$ cat config.mk
export PLATFORM = sky130hd
export DESIGN_NAME = lcd_ctrl
export DESIGN_NICKNAME = d
export VERILOG_FILES = /design/src/rtl/lcd_pkg.sv /design/src/rtl/lcd_timer.sv /design/src/rtl/lcd_ctrl.sv
export SDC_FILE = /design/constraint.sdc
export NUM_CORES = 1
export LEC_CHECK = 0
export ABC_AREA = 1
export CAP_MARGIN = 40
export CORE_MARGIN = 2
export CORE_UTILIZATION = 25
export CTS_CLUSTER_SIZE = 16
export DETAILED_ROUTE_END_ITERATION = 6
export PLACE_DENSITY = 0.53
export SYNTH_ARGS = -nofsm -noshare
export SYNTH_HDL_FRONTEND = slang
export SYNTH_SLANG_ARGS = --single-unit
export TNS_END_PERCENT = 1
$ cat constraint.sdc
create_clock -name clk_i -period 2.5 [get_ports clk_i]
set_input_delay 0.5 -clock clk_i [delete_from_list [all_inputs] [get_ports clk_i]]
set_output_delay 0.5 -clock clk_i [all_outputs]
set_load 0.02 [all_outputs]
$ cat src/rtl/lcd_pkg.sv
// Shared types and constants for the HD44780 write-only controller.
// The init ROM is only used when the design is built with LCD_INIT_EN.
package lcd_pkg;

   typedef enum logic [2:0] {
      ST_IDLE  = 3'd0,
      ST_PWRUP = 3'd1,
      ST_SETUP = 3'd2,
      ST_PULSE = 3'd3,
      ST_HOLD  = 3'd4,
      ST_WAIT  = 3'd5
   } lcd_state_e;

   localparam logic [7:0] LCD_CMD_CLEAR   = 8'h01;
   localparam logic [7:0] LCD_CMD_HOME    = 8'h02;
   localparam logic [7:0] LCD_CMD_FUNCSET = 8'h38;
   localparam logic [7:0] LCD_CMD_DISPON  = 8'h0C;
   localparam logic [7:0] LCD_CMD_ENTRY   = 8'h06;

   // The controller ignores DB0 on return-home, so 8'h03 is also a home.
   localparam logic [7:0] LCD_CMD_HOME_ALT = 8'h03;

   localparam int LCD_INIT_STEPS = 6;

   localparam logic [7:0] LCD_INIT_ROM [LCD_INIT_STEPS] = '{
      LCD_CMD_FUNCSET,
      LCD_CMD_FUNCSET,
      LCD_CMD_FUNCSET,
      LCD_CMD_DISPON,
      LCD_CMD_CLEAR,
      LCD_CMD_ENTRY
   };

   // Clear and home take ~1.6 ms inside the LCD; everything else ~40 us.
   function automatic logic needs_long_exec(input logic rs, input logic [7:0] data);
      return !rs && (data == LCD_CMD_CLEAR || data == LCD_CMD_HOME ||
                     data == LCD_CMD_HOME_ALT);
   endfunction

   function automatic int max_int(input int a, input int b);
      return (a > b) ? a : b;
   endfunction

endpackage

$ cat src/rtl/lcd_timer.sv
// Loadable down-counter; done_o flags terminal count (zero).
module lcd_timer #(
   parameter int             W       = 8,
   parameter logic [W-1:0]   RST_VAL = '0
) (
   input  logic          clk_i,
   input  logic          rst_i,
   input  logic          load_i,
   input  logic [W-1:0]  value_i,
   output logic          done_o
);

   logic [W-1:0] count_q;

   // Load on phase entry, otherwise count down and park at zero.
   always_ff @(posedge clk_i or posedge rst_i) begin
      if (rst_i) begin
         count_q <= RST_VAL;
      end else if (load_i) begin
         count_q <= value_i;
      end else if (count_q != '0) begin
         count_q <= count_q - W'(1);
      end
   end

   assign done_o = (count_q == '0);

endmodule

$ cat src/rtl/lcd_ctrl.sv
// HD44780 write-only bus controller: one byte per request, full E-cycle
// timing plus execution wait, busy for the whole transaction.
// Build option LCD_INIT_EN: power-up delay followed by an autonomous
// init command sequence before firmware requests are accepted.
//
//   state | meaning
//   ------+---------------------------------------------------------
//   IDLE  | waiting for a request; RS/DATA hold the last byte
//   PWRUP | power-on delay before the init sequence (LCD_INIT_EN)
//   SETUP | RS/DATA valid, E low (address setup)
//   PULSE | E high
//   HOLD  | E low, RS/DATA still held
//   WAIT  | LCD internal execution time (normal or clear/home)
module lcd_ctrl
   import lcd_pkg::*;
#(
   parameter int SETUP_CYC     = 3,
   parameter int PULSE_CYC     = 25,
   parameter int HOLD_CYC      = 2,
   parameter int EXEC_CYC      = 2000,
   parameter int LONG_EXEC_CYC = 82000,
   parameter int POWERUP_CYC   = 750000
) (
   input  logic        clk_i,
   input  logic        rst_i,
   input  logic        req_i,
   input  logic        rs_i,
   input  logic [7:0]  data_i,
   output logic        busy_o,
   output logic        lcd_on_o,
   output logic        lcd_en_o,
   output logic        lcd_rs_o,
   output logic        lcd_rw_o,
   output logic [7:0]  lcd_data_o
);

   localparam int MAX_CYC = max_int(max_int(max_int(SETUP_CYC, PULSE_CYC),
                                            max_int(HOLD_CYC, EXEC_CYC)),
                                    max_int(LONG_EXEC_CYC, POWERUP_CYC));
   localparam int CNT_W   = $clog2(MAX_CYC) + 1;

   localparam logic [CNT_W-1:0] SETUP_LD = CNT_W'(SETUP_CYC - 1);
   localparam logic [CNT_W-1:0] PULSE_LD = CNT_W'(PULSE_CYC - 1);
   localparam logic [CNT_W-1:0] HOLD_LD  = CNT_W'(HOLD_CYC - 1);
   localparam logic [CNT_W-1:0] EXEC_LD  = CNT_W'(EXEC_CYC - 1);
   localparam logic [CNT_W-1:0] LONG_LD  = CNT_W'(LONG_EXEC_CYC - 1);

`ifdef LCD_INIT_EN
   localparam logic [CNT_W-1:0] PWRUP_LD  = CNT_W'(POWERUP_CYC - 1);
   localparam logic [CNT_W-1:0] TMR_RST   = PWRUP_LD;
   localparam lcd_state_e       RST_STATE = ST_PWRUP;
   localparam logic [2:0]       LAST_STEP = 3'(LCD_INIT_STEPS - 1);
   localparam logic [2:0]       INIT_DONE = 3'(LCD_INIT_STEPS);
`else
   localparam logic [CNT_W-1:0] TMR_RST   = '0;
   localparam lcd_state_e       RST_STATE = ST_IDLE;
`endif

   lcd_state_e        state_q, state_nxt;
   logic              rs_q, rs_nxt;
   logic [7:0]        data_q, data_nxt;
   logic              byte_ld;
   logic              en_q;
   logic              on_q;
   logic              tmr_load;
   logic [CNT_W-1:0]  tmr_value;
   logic              tmr_done;

`ifdef LCD_INIT_EN
   logic [2:0]        step_q, step_nxt;
`endif

   lcd_timer #(
      .W       (CNT_W),
      .RST_VAL (TMR_RST)
   ) u_timer (
      .clk_i   (clk_i),
      .rst_i   (rst_i),
      .load_i  (tmr_load),
      .value_i (tmr_value),
      .done_o  (tmr_done)
   );

   // Next-state and byte-latch decisions.
   always_comb begin
      state_nxt = state_q;
      byte_ld   = 1'b0;
      rs_nxt    = rs_q;
      data_nxt  = data_q;
`ifdef LCD_INIT_EN
      step_nxt  = step_q;
`endif
      case (state_q)
         ST_IDLE: begin
            if (req_i) begin
               state_nxt = ST_SETUP;
               byte_ld   = 1'b1;
               rs_nxt    = rs_i;
               data_nxt  = data_i;
            end
         end
`ifdef LCD_INIT_EN
         ST_PWRUP: begin
            if (tmr_done) begin
               state_nxt = ST_SETUP;
               byte_ld   = 1'b1;
               rs_nxt    = 1'b0;
               data_nxt  = LCD_INIT_ROM[0];
            end
         end
`endif
         ST_SETUP: if (tmr_done) state_nxt = ST_PULSE;
         ST_PULSE: if (tmr_done) state_nxt = ST_HOLD;
         ST_HOLD:  if (tmr_done) state_nxt = ST_WAIT;
         ST_WAIT: begin
            if (tmr_done) begin
`ifdef LCD_INIT_EN
               if (step_q < LAST_STEP) begin
                  step_nxt  = step_q + 3'd1;
                  state_nxt = ST_SETUP;
                  byte_ld   = 1'b1;
                  rs_nxt    = 1'b0;
                  data_nxt  = LCD_INIT_ROM[step_q + 3'd1];
               end else begin
                  step_nxt  = INIT_DONE;
                  state_nxt = ST_IDLE;
               end
`else
               state_nxt = ST_IDLE;
`endif
            end
         end
         default: state_nxt = ST_IDLE;
      endcase
   end

   // Reload the phase timer on every state change with that phase's length.
   always_comb begin
      tmr_load  = (state_nxt != state_q);
      tmr_value = '0;
      case (state_nxt)
         ST_SETUP: tmr_value = SETUP_LD;
         ST_PULSE: tmr_value = PULSE_LD;
         ST_HOLD:  tmr_value = HOLD_LD;
         ST_WAIT:  tmr_value = needs_long_exec(rs_q, data_q) ? LONG_LD : EXEC_LD;
`ifdef LCD_INIT_EN
         ST_PWRUP: tmr_value = PWRUP_LD;
`endif
         default:  tmr_value = '0;
      endcase
   end

   // State, pin registers; E is registered so the pin never glitches.
   always_ff @(posedge clk_i or posedge rst_i) begin
      if (rst_i) begin
         state_q <= RST_STATE;
         rs_q    <= 1'b0;
         data_q  <= 8'h00;
         en_q    <= 1'b0;
         on_q    <= 1'b0;
      end else begin
         state_q <= state_nxt;
         en_q    <= (state_nxt == ST_PULSE);
         on_q    <= 1'b1;
         if (byte_ld) begin
            rs_q   <= rs_nxt;
            data_q <= data_nxt;
         end
      end
   end

`ifdef LCD_INIT_EN
   // Init sequence position; parks at INIT_DONE once the ROM is exhausted.
   always_ff @(posedge clk_i or posedge rst_i) begin
      if (rst_i) begin
         step_q <= 3'd0;
      end else begin
         step_q <= step_nxt;
      end
   end
`endif

   assign busy_o     = (state_q != ST_IDLE);
   assign lcd_on_o   = on_q;
   assign lcd_en_o   = en_q;
   assign lcd_rs_o   = rs_q;
   assign lcd_rw_o   = 1'b0;
   assign lcd_data_o = data_q;

endmodule

==> reports/metrics.csv <==
metric,value,unit
DR pass1 iterations,4,
number of distinct library cells after synthesis,30,
DP HPWL,3450,um
CTS H-Tree Depth,2,
# DRC,0,
number of enable flip-flop cells after synthesis,0,
total power,3.09,mW
pin count of the biggest net entering global routing,36,
number of setup violations in the final report,0,
routed wire length,4610,um
"CP delay by family, top",buffers and inverters,
Die W,92.4,um
Worst Path Buf+Inv,2,
Synth async-reset ratio,1.00,
"slowest stage delay, CP",560,ps
"area leader, netlist",dfrtp_1,
"Primary FF master, synth",dfrtp_1,
reg2reg start,u_timer.count_q[0]$_DFFE_PP0P_,
crit path kind,flip-flop to output pin,
final worst slack,174,ps
Mapped Cells,237,
Pwr Density,1280,nW/um^2
top-count cell post-synth,nand2_1,
number of nets with antenna violations after routing,0,
syn_nets,250,
register area share after synthesis,0.449,
postcts setup bufs,0,
port bufs,23,
clock buffer depth,2,
Critical Path Fanout Max,6,
layout cell share with drive strength beyond 1,0.109,
Hold Buf Count CTS,0,
initial antenna violation count,0,
CTS tree,built,
# rows,32,
synth top area cells,"dfrtp_1 (45%), nand2_1 (11%), nor2_1 (6.5%)",
Post-Syn Area per Cell,8.24,um^2
Syn. warnings,0,
Synth top cells by count,"nand2_1 (56), dfrtp_1 (35), nor2_1 (34)",
RSZ-0062 raised after global routing,no,
Clock transition at path regs,70,ps
initial core utilization,0.255,
CP Capture Type,output pin,
antenna cells,0,
"Slew Viols, Final",0,
gpl congestion,0.917,
total CTS buffers,5,
GRT overflow,0,
wire per inst,12.5,um
worst path cell trace,nor3_1 -> inv_2 -> clkdlybuf4s50_1,
stages on the worst setup path,3,
Critical Path End,busy_o,
fillers,804,
Layout Nets,278,
CP startpoint,state_q[2]$_DFF_PP0_,
TNS Setup,0,ps
Die Area,8530,um^2
fin cells,368,
crit share post-route,0.930,
Fmax,0.430,GHz
worst reg2reg setup slack,260,ps
Boundary Pins,25,
vias per cell,4.34,
clock skew,4.71,ps
HP Class,flip-flop to flip-flop,
CP max-delay cell,clkdlybuf4s50_1,
Yosys top cell area share,0.449,
Worst EP required,2000,ps
max-cap violations,0,
post_cts resized,0,
Crit path arrival time,1830,ps
Iter 0 DRT Violations,74,
Leakage,1.21,nW
Max VDD drop,0.000456,V
outcome,completed,
global-route wire length before repair,7890,um
GR Util All Layers,0.116,
Num Clock Sinks,35,
via count,1597,
Startpoint Class,flip-flop,
Die Ht,92.4,um
R2R cell count,11,
end of the worst register-to-register path,u_timer.count_q[3]$_DFFE_PP0P_,
P&R area growth vs syn,23.7,%
Netlist Area Pre-Place,1950,um^2
Setup WS pre-CTS,302,ps
root buf cell,clkbuf_8,
Skew-Pair Late Insertion Delay,290,ps
number of synthesized register bits,35,
Tmin final,2330,ps
Placed Instances,360,
Fin. Hold Viols,0,
number of global-route vias before repair,1631,
core area,7650,um^2
## worst min path at each step
stage / depth (start not counted) / end / slack, ps / startpoint
floorplan: 2 / u_timer.count_q[20]$_DFFE_PP0P_ / 510 / u_timer.count_q[20]$_DFFE_PP0P_
global placement: 2 / lcd_rs_o$_DFFE_PP0P_ / 480 / lcd_rs_o$_DFFE_PP0P_
detailed placement: 2 / lcd_data_o[5]$_DFFE_PP0P_ / 490 / lcd_data_o[5]$_DFFE_PP0P_
CTS: 2 / lcd_data_o[5]$_DFFE_PP0P_ / 510 / lcd_data_o[5]$_DFFE_PP0P_
global route: 2 / lcd_data_o[1]$_DFFE_PP0P_ / 530 / lcd_data_o[1]$_DFFE_PP0P_
finish: 2 / lcd_data_o[7]$_DFFE_PP0P_ / 500 / lcd_data_o[7]$_DFFE_PP0P_
## power by group
group / total, mW / internal (mW) / switching [mW]
combinational: 1.59 / 0.606 / 0.983
clock: 0.536 / 0.323 / 0.214
sequential: 0.962 / 0.770 / 0.193
## cell families after synthesis
logic type	count (synthesis)	share of synthesized area
adder cells (fa/ha/maj)	1	0.00641
buffers and inverters	26	0.0570
XOR/XNOR	19	0.0853
flip-flops	35	0.449
AND/OR/NAND/NOR	139	0.352
other	2	0.00385
AO/OA/AOI/OAI	15	0.0468
## layer usage
layer / vias to the layer above / routed length, um / global-route usage
met3: 6 / 139 / 0.0228
met2: 32 / 2280 / 0.203
met4: 0 / 55 / 0.0336
li1: 810 / - / -
met1: 749 / 2140 / 0.146
met5: - / 0 / 0
## sequential cells by signal (all words and copies together), names as in the netlist
signal and flops:
u_timer.count_q 21, lcd_rs_o 1, lcd_on_o 1, state_q 3, lcd_en_o 1, lcd_data_o 8
## worst register-to-register path, stage by stage, from the launching register on
cell and delay (ps):
dfrtp_1 360, inv_1 140, ha_1 300, nand2_4 120
nor2_8 160, nand4_2 160, nand2_1 90, nand2_1 270
nand2_4 280, inv_1 100, nor2_1 100, nor2_1 50
## stage by stage
stage	util	hold WS (ps)	area [um^2]
after detailed placement	0.300	490	2300
after global placement	0.300	483	2300
after floorplan	-	511	1950
after global routing	0.316	534	2410
after CTS	0.316	513	2410
final	0.316	505	2410
## area by class of cell
class	count	area (um^2)	area share
multi-input combinational	176	965	0.400
clock buffer	6	82.6	0.0342
tap	102	128	0.0529
clock inverter	2	35.0	0.0145
inverter	22	82.6	0.0342
sequential	35	876	0.363
timing repair buffer	25	245	0.102
## placed cells by master, fill, tap and decap left out, types with 3 or more instances in the layout
| cell type | count |
|---|---|
| xor2_1 | 11 |
| clkbuf_8 | 6 |
| nand2_4 | 3 |
| nand3b_1 | 3 |
| xnor2_1 | 8 |
| clkdlybuf4s50_1 | 23 |
| dfrtp_1 | 35 |
| nor3_1 | 8 |
| nand3_1 | 18 |
| nand4_1 | 6 |
| a21oi_1 | 10 |
| nand2_1 | 56 |
| inv_1 | 18 |
| nor2_1 | 34 |
| inv_2 | 4 |
Note: power is estimated with default switching activity, not from simulation.
